## config.mk

```make
export PLATFORM = sky130hd
export DESIGN_NAME = mc_controller
export DESIGN_NICKNAME = d
export VERILOG_FILES = /design/src/rtl/mc_ctrl_pkg.sv /design/src/rtl/mc_controller_cond_unit.sv /design/src/rtl/mc_controller.sv
export SDC_FILE = /design/constraint.sdc
export NUM_CORES = 1
export LEC_CHECK = 0
export ABC_AREA = 1
export ABC_CLOCK_PERIOD_IN_PS = 2600
export CAP_MARGIN = 10
export CORE_UTILIZATION = 45
export DETAILED_ROUTE_END_ITERATION = 16
export PLACE_DENSITY = 0.81
export SETUP_SLACK_MARGIN = 0.2
export SLEW_MARGIN = 20
export SYNTH_ARGS = -nofsm -noshare
export SYNTH_HDL_FRONTEND = slang
export SYNTH_HIERARCHICAL = 1
export SYNTH_SLANG_ARGS = --single-unit
```

## constraint.sdc

```tcl
create_clock -name clk -period 2.6 [get_ports clk]
set_input_delay 0.78 -clock clk [delete_from_list [all_inputs] [get_ports clk]]
set_output_delay 0.78 -clock clk [all_outputs]
set_load 0.01 [all_outputs]
```

## src/rtl/mc_ctrl_pkg.sv

```systemverilog
// Shared encodings for the multi-cycle controller: states, op/cond codes,
// mux select codes, ALU codes and the registered control-word layout.
package mc_ctrl_pkg;

    localparam int STATE_W = 4;

    typedef enum logic [3:0] {
        S_FETCH    = 4'd0,
        S_DECODE   = 4'd1,
        S_MEMADR   = 4'd2,
        S_MEMREAD  = 4'd3,
        S_MEMWB    = 4'd4,
        S_MEMWRITE = 4'd5,
        S_EXECUTER = 4'd6,
        S_EXECUTEI = 4'd7,
        S_ALUWB    = 4'd8,
        S_BRANCH   = 4'd9
    } state_t;

    localparam logic [2:0] ALU_ADD = 3'b000;
    localparam logic [2:0] ALU_SUB = 3'b001;
    localparam logic [2:0] ALU_AND = 3'b010;
    localparam logic [2:0] ALU_ORR = 3'b011;
    localparam logic [2:0] ALU_EOR = 3'b100;

    localparam logic [1:0] OP_DP  = 2'b00;
    localparam logic [1:0] OP_MEM = 2'b01;
    localparam logic [1:0] OP_BR  = 2'b10;
    localparam logic [1:0] OP_RSV = 2'b11;

    localparam logic [2:0] COND_EQ = 3'b000;
    localparam logic [2:0] COND_NE = 3'b001;
    localparam logic [2:0] COND_CS = 3'b010;
    localparam logic [2:0] COND_CC = 3'b011;
    localparam logic [2:0] COND_MI = 3'b100;
    localparam logic [2:0] COND_PL = 3'b101;
    localparam logic [2:0] COND_GE = 3'b110;
    localparam logic [2:0] COND_AL = 3'b111;

    localparam logic [1:0] SRCB_REG  = 2'b00;
    localparam logic [1:0] SRCB_IMM  = 2'b01;
    localparam logic [1:0] SRCB_FOUR = 2'b10;

    localparam logic [1:0] RES_ALUOUT = 2'b00;
    localparam logic [1:0] RES_RDATA  = 2'b01;
    localparam logic [1:0] RES_ALU    = 2'b10;

    localparam logic [3:0] CMD_ADD = 4'b0100;
    localparam logic [3:0] CMD_SUB = 4'b0010;
    localparam logic [3:0] CMD_AND = 4'b0000;
    localparam logic [3:0] CMD_ORR = 4'b1100;
    localparam logic [3:0] CMD_EOR = 4'b0001;
    localparam logic [3:0] CMD_CMP = 4'b1010;

    // Control word held in flops; the *_c enables are still gated by cond_ex.
    typedef struct packed {
        logic       adr_src;
        logic       alu_src_a;
        logic [1:0] alu_src_b;
        logic [2:0] alu_control;
        logic [1:0] result_src;
        logic       ir_write;
        logic       pc_write_u;
        logic       pc_write_c;
        logic       reg_write_c;
        logic       mem_write_c;
    } ctrl_t;

    // Returns {no_write, alu_control} for a data-processing cmd.
    function automatic logic [3:0] alu_decode(input logic [3:0] cmd);
        case (cmd)
            CMD_ADD: alu_decode = {1'b0, ALU_ADD};
            CMD_SUB: alu_decode = {1'b0, ALU_SUB};
            CMD_AND: alu_decode = {1'b0, ALU_AND};
            CMD_ORR: alu_decode = {1'b0, ALU_ORR};
            CMD_EOR: alu_decode = {1'b0, ALU_EOR};
            CMD_CMP: alu_decode = {1'b1, ALU_SUB};
            default: alu_decode = {1'b1, ALU_ADD};
        endcase
    endfunction

    // Control word of the FETCH state.
    function automatic ctrl_t fetch_ctrl();
        ctrl_t c;
        c = '0;
        c.alu_src_a   = 1'b1;
        c.alu_src_b   = SRCB_FOUR;
        c.alu_control = ALU_ADD;
        c.result_src  = RES_ALU;
        c.ir_write    = 1'b1;
        c.pc_write_u  = 1'b1;
        return c;
    endfunction

endpackage

```

## src/rtl/mc_controller_cond_unit.sv

```systemverilog
// Condition unit: stored NZCV flags, cond_ex evaluation and flag-write gating.
module cond_unit
    import mc_ctrl_pkg::*;
#(
    parameter logic [3:0] FLAGS_RST = 4'b0000
) (
    input  logic       clk,
    input  logic       reset,
    input  logic [2:0] cond,
    input  logic [3:0] alu_flags,
    input  logic       flag_req,
    output logic       cond_ex,
    output logic [3:0] flags
);

    logic [3:0] flags_q, flags_d;
    logic n_f, z_f, c_f, v_f;

    assign {n_f, z_f, c_f, v_f} = flags_q;
    assign flags = flags_q;

    // Condition check against the stored (not incoming) flags.
    always_comb begin
        cond_ex = 1'b0;
        case (cond)
            COND_EQ: cond_ex = z_f;
            COND_NE: cond_ex = ~z_f;
            COND_CS: cond_ex = c_f;
            COND_CC: cond_ex = ~c_f;
            COND_MI: cond_ex = n_f;
            COND_PL: cond_ex = ~n_f;
            COND_GE: cond_ex = (n_f == v_f);
            COND_AL: cond_ex = 1'b1;
            default: cond_ex = 1'b0;
        endcase
    end

    // Flags load only when the executing instruction requests it and passes.
    always_comb begin
        flags_d = flags_q;
        if (flag_req && cond_ex) flags_d = alu_flags;
    end

    // Flags register.
    always_ff @(posedge clk) begin
        if (reset) flags_q <= FLAGS_RST;
        else       flags_q <= flags_d;
    end

endmodule

```

## src/rtl/mc_controller.sv

```systemverilog
// Multi-cycle controller: Moore FSM sequencing, ALU decode, and gating of
// write enables by the condition unit. Control word is registered from the
// next-state decode; reset and cond_ex act combinationally on the outputs.
module mc_controller
    import mc_ctrl_pkg::*;
#(
    parameter int         STATE_W   = 4,
    parameter logic [3:0] FLAGS_RST = 4'b0000
) (
    input  logic               clk,
    input  logic               reset,
    input  logic [1:0]         Op,
    input  logic [5:0]         Funct,
    input  logic [2:0]         Cond,
    input  logic [3:0]         ALUFlags,
    output logic [2:0]         RegSrc,
    output logic               AdrSrc,
    output logic               RegWrite,
    output logic [1:0]         ImmSrc,
    output logic               AluSrcA,
    output logic [1:0]         ALUSrcB,
    output logic [2:0]         ALUControl,
    output logic               MemWrite,
    output logic               PCWrite,
    output logic [1:0]         ResultSrc,
    output logic               IRWrite,
    output logic [STATE_W-1:0] state_dbg,
    output logic [3:0]         flags_dbg
);

    state_t     state_q, state_d;
    ctrl_t      ctrl_q, ctrl_d, ctrl_o;
    logic [3:0] dec;
    logic       no_write;
    logic       is_cmp;
    logic       flag_req;
    logic       cond_ex;

    assign dec      = alu_decode(Funct[4:1]);
    assign no_write = dec[3];
    assign is_cmp   = (Funct[4:1] == CMD_CMP);
    assign flag_req = ((state_q == S_EXECUTER) || (state_q == S_EXECUTEI)) && (Funct[0] || is_cmp);

    cond_unit #(.FLAGS_RST(FLAGS_RST)) u_cond (
        .clk       (clk),
        .reset     (reset),
        .cond      (Cond),
        .alu_flags (ALUFlags),
        .flag_req  (flag_req),
        .cond_ex   (cond_ex),
        .flags     (flags_dbg)
    );

    // Next-state logic.
    always_comb begin
        state_d = state_q;
        case (state_q)
            S_FETCH:    state_d = S_DECODE;
            S_DECODE: begin
                case (Op)
                    OP_MEM:  state_d = S_MEMADR;
                    OP_DP:   state_d = Funct[5] ? S_EXECUTEI : S_EXECUTER;
                    OP_BR:   state_d = S_BRANCH;
                    default: state_d = S_FETCH;
                endcase
            end
            S_MEMADR:   state_d = Funct[0] ? S_MEMREAD : S_MEMWRITE;
            S_MEMREAD:  state_d = S_MEMWB;
            S_EXECUTER,
            S_EXECUTEI: state_d = S_ALUWB;
            default:    state_d = S_FETCH;
        endcase
    end

    // Control word for the state being entered.
    always_comb begin
        ctrl_d = '0;
        ctrl_d.alu_control = ALU_ADD;
        case (state_d)
            S_FETCH:  ctrl_d = fetch_ctrl();
            S_DECODE: begin
                ctrl_d.alu_src_a  = 1'b1;
                ctrl_d.alu_src_b  = SRCB_FOUR;
                ctrl_d.result_src = RES_ALU;
            end
            S_MEMADR: ctrl_d.alu_src_b = SRCB_IMM;
            S_MEMREAD: begin
                ctrl_d.adr_src    = 1'b1;
                ctrl_d.result_src = RES_ALUOUT;
            end
            S_MEMWB: begin
                ctrl_d.result_src  = RES_RDATA;
                ctrl_d.reg_write_c = 1'b1;
            end
            S_MEMWRITE: begin
                ctrl_d.adr_src     = 1'b1;
                ctrl_d.result_src  = RES_ALUOUT;
                ctrl_d.mem_write_c = 1'b1;
            end
            S_EXECUTER: ctrl_d.alu_control = dec[2:0];
            S_EXECUTEI: begin
                ctrl_d.alu_src_b   = SRCB_IMM;
                ctrl_d.alu_control = dec[2:0];
            end
            S_ALUWB: begin
                ctrl_d.result_src  = RES_ALUOUT;
                ctrl_d.reg_write_c = ~no_write;
            end
            S_BRANCH: begin
                ctrl_d.alu_src_b  = SRCB_IMM;
                ctrl_d.result_src = RES_ALU;
                ctrl_d.pc_write_c = 1'b1;
            end
            default: ctrl_d = fetch_ctrl();
        endcase
    end

    // FSM state and registered control word.
    always_ff @(posedge clk) begin
        if (reset) begin
            state_q <= S_FETCH;
            ctrl_q  <= fetch_ctrl();
        end else begin
            state_q <= state_d;
            ctrl_q  <= ctrl_d;
        end
    end

    // Output stage: reset shows FETCH selects, write enables gated by cond_ex and reset.
    always_comb begin
        ctrl_o     = reset ? fetch_ctrl() : ctrl_q;
        AdrSrc     = ctrl_o.adr_src;
        AluSrcA    = ctrl_o.alu_src_a;
        ALUSrcB    = ctrl_o.alu_src_b;
        ALUControl = ctrl_o.alu_control;
        ResultSrc  = ctrl_o.result_src;
        IRWrite    = ~reset & ctrl_o.ir_write;
        PCWrite    = ~reset & (ctrl_o.pc_write_u | (ctrl_o.pc_write_c & cond_ex));
        RegWrite   = ~reset & ctrl_o.reg_write_c & cond_ex;
        MemWrite   = ~reset & ctrl_o.mem_write_c & cond_ex;
        ImmSrc     = Op;
        RegSrc     = {1'b0, Op == OP_MEM, Op == OP_BR};
    end

    assign state_dbg = STATE_W'(state_q);

endmodule
```

After elaboration in Yosys (flattened, before gate mapping)
Cells that the tools add are included.

Muxes and demuxes: 15. Bitwise logic cells: 14. Eq/ne operators: 29. Reductions and logical operators: 17.

Operator list (count): 4-bit by 3-bit == test with 1-bit output, second input constant (7); 4-bit one-hot mux with 6 select lines (1); 4-bit by 2-bit == test with 1-bit output, second input constant (5); 4-bit one-hot mux with 5 select lines (1); 4-bit == test, second input constant (4); 14-bit two-way mux (1); 3-bit == test, second input constant (4); 4-bit by 1-bit == test with 1-bit output, second input constant (3); 4-bit one-hot mux with 3 select lines (1); 9-bit OR reduction (1); 4-bit zero test (2); 1-bit one-hot mux with 8 select lines (1); 2-bit one-hot mux with 2 select lines (2); 2-bit OR reduction (4); 8-bit OR reduction (1); 1-bit bitwise AND (7); 3-bit by 2-bit == test with 1-bit output, second input constant (2); 1-bit NOT (6); 6-bit OR reduction (1); 1-bit two-way mux (5); 5-bit OR reduction (1); 3-bit by 1-bit == test with 1-bit output, second input constant (1); 3-bit zero test (1); 3-bit two-way mux (1); 10 further kinds (12).

Output and inout port bits: 26. Bits in registers: 22. Input bits: 17. Word-level logic and storage cells: 87.

Depth between registers and ports, before layout
Gate-level depths: netlist of run 1.

Word-level depth: 7. Mapped depth: 10. Mapped depth without buffers: 10.

Modules after synthesis
Netlist of run 1, hierarchy kept.

By module, submodules not included: mc_controller (instances 1, sequential area each 340.3 um2, cells each 121, area an instance 817.0 um2); cond_unit (instances 1, sequential area each 80.1 um2, cells each 53, area an instance 326.6 um2).

Least setup slack after synthesis of run 1
OpenSTA, ideal clock, no wires.

Kind: in2out. Start: in Cond[2]. End: out PCWrite. Stages: 6. Arrival: 1492 ps. Buffers on the path: 0. Slack: 328 ps. Path through: inv_1 a21oi_1 nand2_4 nand2_1 inv_1 a31o_2.

Cells in the longest elaborated chain, start to end: 5.

Ends and longest elaborated chain: from (decl) (line mc_controller.sv:14) `input logic [2:0] Cond,`; 3-bit == test (tied with other cells) (line mc_controller_cond_unit.sv:25) `case (cond)`; 1-bit one-hot mux with 8 select lines (*) (line mc_controller_cond_unit.sv:25); named net cond_ex (line mc_controller.sv:37) `logic cond_ex;`; 1-bit bitwise AND (*) (line mc_controller.sv:138) `PCWrite = ~reset & (ctrl_o.pc_write_u | (ctrl_o.pc_write_c & cond_ex));`; 1-bit OR (*) (line mc_controller.sv:138); 1-bit bitwise AND (*) (line mc_controller.sv:138); to (decl) (line mc_controller.sv:24) `output logic PCWrite,`.

The timed path passes the listed nets; every way through them passes the cells marked *.

Worst setup path in the final report of run 1
Start: in Cond[1]. End: out PCWrite.

Same word-level chain as after synthesis.

==> results of run 1 <==
[layer usage]
layer  up-vias  GRT usage (%)  share of wire (%)
li1        631              -                  -
met1       498           27.4                 43
met2        41           39.7                 51
met3         2           5.22                5.7
met4         0           7.89               0.56
met5         -              0                  0
[final timing paths]
check | to | slack (ns) | cells after the start
worst max-delay path | PCWrite | 0.19 | 9
worst min-delay path | ctrl_q[13] | 0.57 | 2
worst max register to register | u_cond/flags[1] | 1.20 | 9
worst min register to register | ctrl_q[13] | 0.57 | 2
[cells in the final DEF, fill, tap and decap left out]
| cell type | n |
|---|---|
| a21oi_1 | 4 |
| a21oi_4 | 1 |
| a31o_4 | 1 |
| buf_12 | 1 |
| buf_2 | 4 |
| buf_4 | 12 |
| buf_6 | 3 |
| buf_8 | 1 |
| clkbuf_1 | 1 |
| clkbuf_4 | 3 |
| clkdlybuf4s15_1 | 3 |
| clkdlybuf4s15_2 | 3 |
| clkdlybuf4s50_1 | 19 |
| clkinv_2 | 1 |
| conb_1 | 1 |
| dfxtp_1 | 21 |
| dlygate4sd2_1 | 9 |
| inv_1 | 29 |
| inv_2 | 8 |
| inv_6 | 1 |
| nand2_1 | 25 |
| nand2_2 | 11 |
| nand2_4 | 2 |
| nand3_1 | 15 |
| nand3_2 | 4 |
| nand3_4 | 2 |
| nand4_1 | 4 |
| nor2_1 | 27 |
| nor2_2 | 2 |
| nor2_4 | 1 |
| nor3_1 | 1 |
| o211ai_1 | 1 |
| o21ai_1 | 4 |
| or2_2 | 3 |
[what timing repair did]
item	in CTS	in global routing
buffers inserted	3	0
endpoints found under the setup margin	17	6
gates resized for setup	62	19
pin swaps	5	9
[kinds of logic after synthesis]
| family | after synthesis | synth area share [%] |
|---|---|---|
| other | 1 | 0.328 |
| and+or+nand+nor | 97 | 41.9 |
| DFF | 21 | 36.8 |
| AOI/OAI and AO/OA | 11 | 5.36 |
| buffers and inverters | 44 | 15.6 |
[worst reg2reg max path, stage by stage, from the launching register on]
cell,delay (ns)
dfxtp_1,0.46
inv_2,0.07
nor2_1,0.12
nand2_1,0.12
a21oi_1,0.14
buf_4,0.16
nand3_4,0.09
nand2_1,0.07
inv_1,0.04
nor2_1,0.08
[state kept, by name, summed over array words and instances, names as in the netlist]
signal        cells
ctrl_q           13
state_dbg         4
u_cond/flags      4
[power groups by stage]
stage | clock network, mW | logic, mW | registers, mW
CTS | 0.159 | 0.178 | 0.347
global route | 0.177 | 0.208 | 0.349
floorplan | 0 | 0.0916 | 0.354
global placement | 0 | 0.172 | 0.354
finish | 0.154 | 0.188 | 0.347
detailed placement | 0 | 0.175 | 0.354
[metrics by stage]
| step | std cells | total power, mW | setup slack (ns) | instance area [um^2] |
|---|---|---|---|---|
| 2_1_floorplan | 174 | 0.446 | 0.328 | 1140 |
| 3_3_place_gp | 249 | 0.526 | -0.628 | 1640 |
| 3_5_place_dp | 249 | 0.529 | -0.645 | 1640 |
| 4_1_cts | 256 | 0.684 | 0.155 | 1690 |
| 5_1_grt | 256 | 0.733 | 0.161 | 1740 |
| 6_report | 256 | 0.689 | 0.192 | 1740 |
[layout make-up]
type | count | area, um^2
Tap cell | 28 | 35.0
Clock buffer | 4 | 26.3
Timing Repair Buffer | 55 | 512
Multi-Input combinational cell | 109 | 594
Fill cell | 191 | 557
Inverter | 39 | 153
Sequential cell | 21 | 420
==> out/results.tsv, run 1 <==
metric	value	unit
Synth Register Bits	21	
die width	52.4	um
RSZ-0062 raised after global routing	true	
Hold Buf Count CTS	0	
setup tns final	0	ns
Ys Warns	6	
clk sinks	21	
Critical-path top delay cell	a31o_4	
first drt pass iteration count	5	
Max-cap violations	0	
Critical Path Source Type	primary input	
fin util	75.8	%
Top Ports	43	
Post-synth top flop	dfxtp_1	
Setup crit start	Cond[1]	
Synth top cells by count	inv_1 (32), nand2_1 (32), nor2_1 (28), dfxtp_1 (21), nand3_1 (16)	
Post-DP HPWL	2.07	mm
initial antenna violation count	0	
core area	0.00230	mm^2
Max Slew Vio Count	0	
crit-path cells	buf_12, inv_2, nand2_2, nand3_2, nand3_4, nand2_2, inv_2, a31o_4, buf_6	
CTS tree	built	
part of the power in the clock network	22.4	%
Critical Path End Type	output port	
Post-route DRC	0	
status	finished clean	
Hold/Removal Path Class	reg -> reg	
Die H	52.4	um
RD Place Congestion	0.863	
top cell type by total area after synthesis	dfxtp_1	
internal power	0.488	mW
# nets final	246	
Peak VDD IR	0.322	mV
combinational share of power	27.3	%
first-pass GRT wire length	4.55	mm
gr usage total	22.9	%
die area	0.00275	mm^2
CP Class	in -> out	
Post-synth ARST share	0	%
Pleak	0.835	nW
port bufs	41	
P_sw	0.201	mW
Mapped Cells	174	
most area-consuming cells after synthesis	dfxtp_1 (37%), inv_1 (11%), nand2_1 (11%)	
startpoint of the worst hold path	state_dbg[1]	
final-report setup violation count	0	
PwrDens	396	mW/mm^2
syn_area_per_cell	6.57	um^2
CTS Buffer Depth	2	
Mapped Area	0.00114	mm^2
vias in the first global route	1024	
Worst EP required	1.82	ns
layout cell share with drive strength beyond 1	28.1	%
post-DR wirelength/cell	11.1	um
peak per-stage delay on the critical path	0.22	ns
H-tree depth	1	
Post-synth EDFFs	0	
Core Rows	17	
delay-heaviest family, CP	buffers and inverters	
Root Buffer	clkbuf_4	
Worst-path clk slew	0.12	ns
Initial Utilization	49.8	%
Fin Hold WS	0.570	ns
library cells used by synthesis	24	
total number of vias	1172	
Reg2Reg Launch Point	state_dbg[1]	
# diodes	0	
Final ANT Viol Nets	0	
crit path max fanout	5	
CTS buffer count	3	
sequential share of the synthesized area	36.8	%
Peak Freq	415	MHz
Area Overhead vs Synth	52.2	%
largest net degree at the start of global routing	12	
WP buf/inv	4	
Detailed Route WL	2.84	mm
Seq pwr share	50.4	%
Period minus WS final	2.41	ns
Synth top area share	36.8	%
Setup Skew	0.00898	ns
Iter 0 DRT Violations	23	
Final Hold Viols	0	
vias per cell	4.58	
Worst Path Arrival	1.63	ns
switch share	29.1	%
clk_lat worst skew	0.30	ns
total grt overflow	0	
fin crit share	92.6	%
syn_nets	191	
(Power assumes the default switching activity.)
==> run 2: changes to the inputs <==
--- a/config.mk
+++ b/config.mk
@@ -10,6 +10,7 @@
 export CAP_MARGIN = 10
 export CORE_UTILIZATION = 45
 export DETAILED_ROUTE_END_ITERATION = 16
+export GPL_ROUTABILITY_DRIVEN = 0
 export PLACE_DENSITY = 0.81
 export SETUP_SLACK_MARGIN = 0.2
 export SLEW_MARGIN = 20
==> out/results.tsv, run 2 (synthesis results as in run 1) <==
metric	value	unit	change
Worst Path Arrival	1.60	ns	-0.03 ns
core area	0.00230	mm^2	unchanged
Root Buffer	clkbuf_4		
H-tree depth	1		unchanged
Pleak	0.833	nW	-0.21%
Critical Path End Type	output port		
Most flops, register	ctrl_q		
vias per cell	4.75		+3.8%
post-DR wirelength/cell	10.9	um	-1.7%
clk sinks	21		unchanged
Detailed Route WL	2.76	mm	-2.9%
Peak Freq	419	MHz	+1.0%
CTS buffer count	3		unchanged
PwrDens	395	mW/mm^2	-0.27%
Worst-path clk slew	0.10	ns	-0.02 ns
setup tns final	0	ns	unchanged
RSZ-0062 raised after global routing	true		
first-pass GRT wire length	4.51	mm	-0.77%
Peak VDD IR	0.338	mV	+4.9%
fin crit share	91.7	%	-0.91 points
die width	52.4	um	unchanged
gr usage total	22.2	%	-0.73 points
Final Hold Viols	0		unchanged
Worst EP required	1.82	ns	about the same
# nets final	243		-1.2%
Core Rows	17		unchanged
total number of vias	1202		+2.6%
Area Overhead vs Synth	51.9	%	
total grt overflow	0		unchanged
max reg flops	13		unchanged
largest net degree at the start of global routing	15		+3
first drt pass iteration count	4		-1
final-report setup violation count	0		unchanged
CTS tree	built		
clk_lat worst skew	0.30	ns	about the same
DP Cell Count	249		unchanged
Iter 0 DRT Violations	17		-26%
Setup Skew	0.00741	ns	-0.00157 ns
Max-cap violations	0		unchanged
port bufs	41		unchanged
die area	0.00275	mm^2	unchanged
status	finished clean		
post-route cell area	0.00174	mm^2	-0.22%
Die H	52.4	um	unchanged
Hold/Removal Path Class	reg -> reg		
Post-DP HPWL	2.12	mm	+2.5%
Initial Utilization	49.8	%	unchanged
postcts setup bufs	0		-3
Post-DP Area	0.00164	mm^2	unchanged
layout cell share with drive strength beyond 1	26.7	%	-1.4 points
non-filler cells, final	253		-1.2%
Final ANT Viol Nets	0		unchanged
initial antenna violation count	0		unchanged
CTS Buffer Depth	2		unchanged
CP Class	in -> out		
Critical Path Source Type	primary input		
Post-route DRC	0		unchanged
Max Slew Vio Count	0		unchanged
leading cell type in the layout, fill and taps excluded	inv_1		
most frequent cells in the layout	inv_1 (29), nor2_1 (27), nand2_1 (24)		
Period minus WS final	2.38	ns	-0.0238 ns
Top Ports	43		unchanged
# diodes	0		unchanged
vias in the first global route	1100		+7.4%
crit path max fanout	3		-2
run 2: cell count changes in the layout (fill, tap and decap cells not counted), sizes merged:
cell	delta
dlygate4sd2	+1
buf	-4
run 2: report_power, final:
group          internal (mW)  switching [mW]  leakage (nW)
Clock                 0.0598          0.0927        0.0150
Combinational         0.0893          0.0972         0.647
Sequential             0.337         0.00920         0.171
run 2: stage by stage:
stage	total power, mW	util (%)	hold slack [ns]	worst slack (ns)
detailed placement	0.530	71.4	0.534	-0.701
global placement	0.525	71.4	0.519	-0.629
floorplan	0.446	-	0.531	0.328
finish	0.685	75.6	0.547	0.216
global route	0.726	75.6	0.564	0.174
CTS	0.686	74.3	0.547	0.187
run 2: final cells by class:
cell class / count / area [um^2]
inverters: 39 / 155
repair buffers: 52 / 495
flip-flops and latches: 21 / 420
fillers: 182 / 561
multi-input cells: 109 / 604
clock buffers: 4 / 26.3
well taps: 28 / 35.0
run 2: worst paths after layout:
check        cells after the start  slack [ns]    startpoint              end
max                              9        0.22       Cond[0]          PCWrite
min                              2        0.55  state_dbg[1]       ctrl_q[13]
max reg2reg                      9        1.20  state_dbg[1]  u_cond/flags[1]
min reg2reg                      2        0.55  state_dbg[1]       ctrl_q[13]
run 2: layer usage:
| metal | share of wire [%] | routed length [um] | global-route usage [%] |
|---|---|---|---|
| met1 | 44 | 1220 | 26.0 |
| met2 | 50 | 1380 | 40.5 |
| met3 | 4.9 | 136 | 4.64 |
| met4 | 0.83 | 23 | 5.26 |
| met5 | 0 | 0 | 0 |
run 2: timing repair:
item,in CTS,in global routing
gates resized for setup,70,9
endpoints found under the setup margin,17,4
pin swaps,8,7
cloned,0,0
hold buffers,0,0
run 2: critical path, cell delays in order:
cell,delay (ns)
buf_8,0.11
inv_4,0.06
nand3_2,0.08
nand2_2,0.09
nand2_4,0.05
nand2_2,0.06
inv_2,0.04
a31o_4,0.22
buf_6,0.11
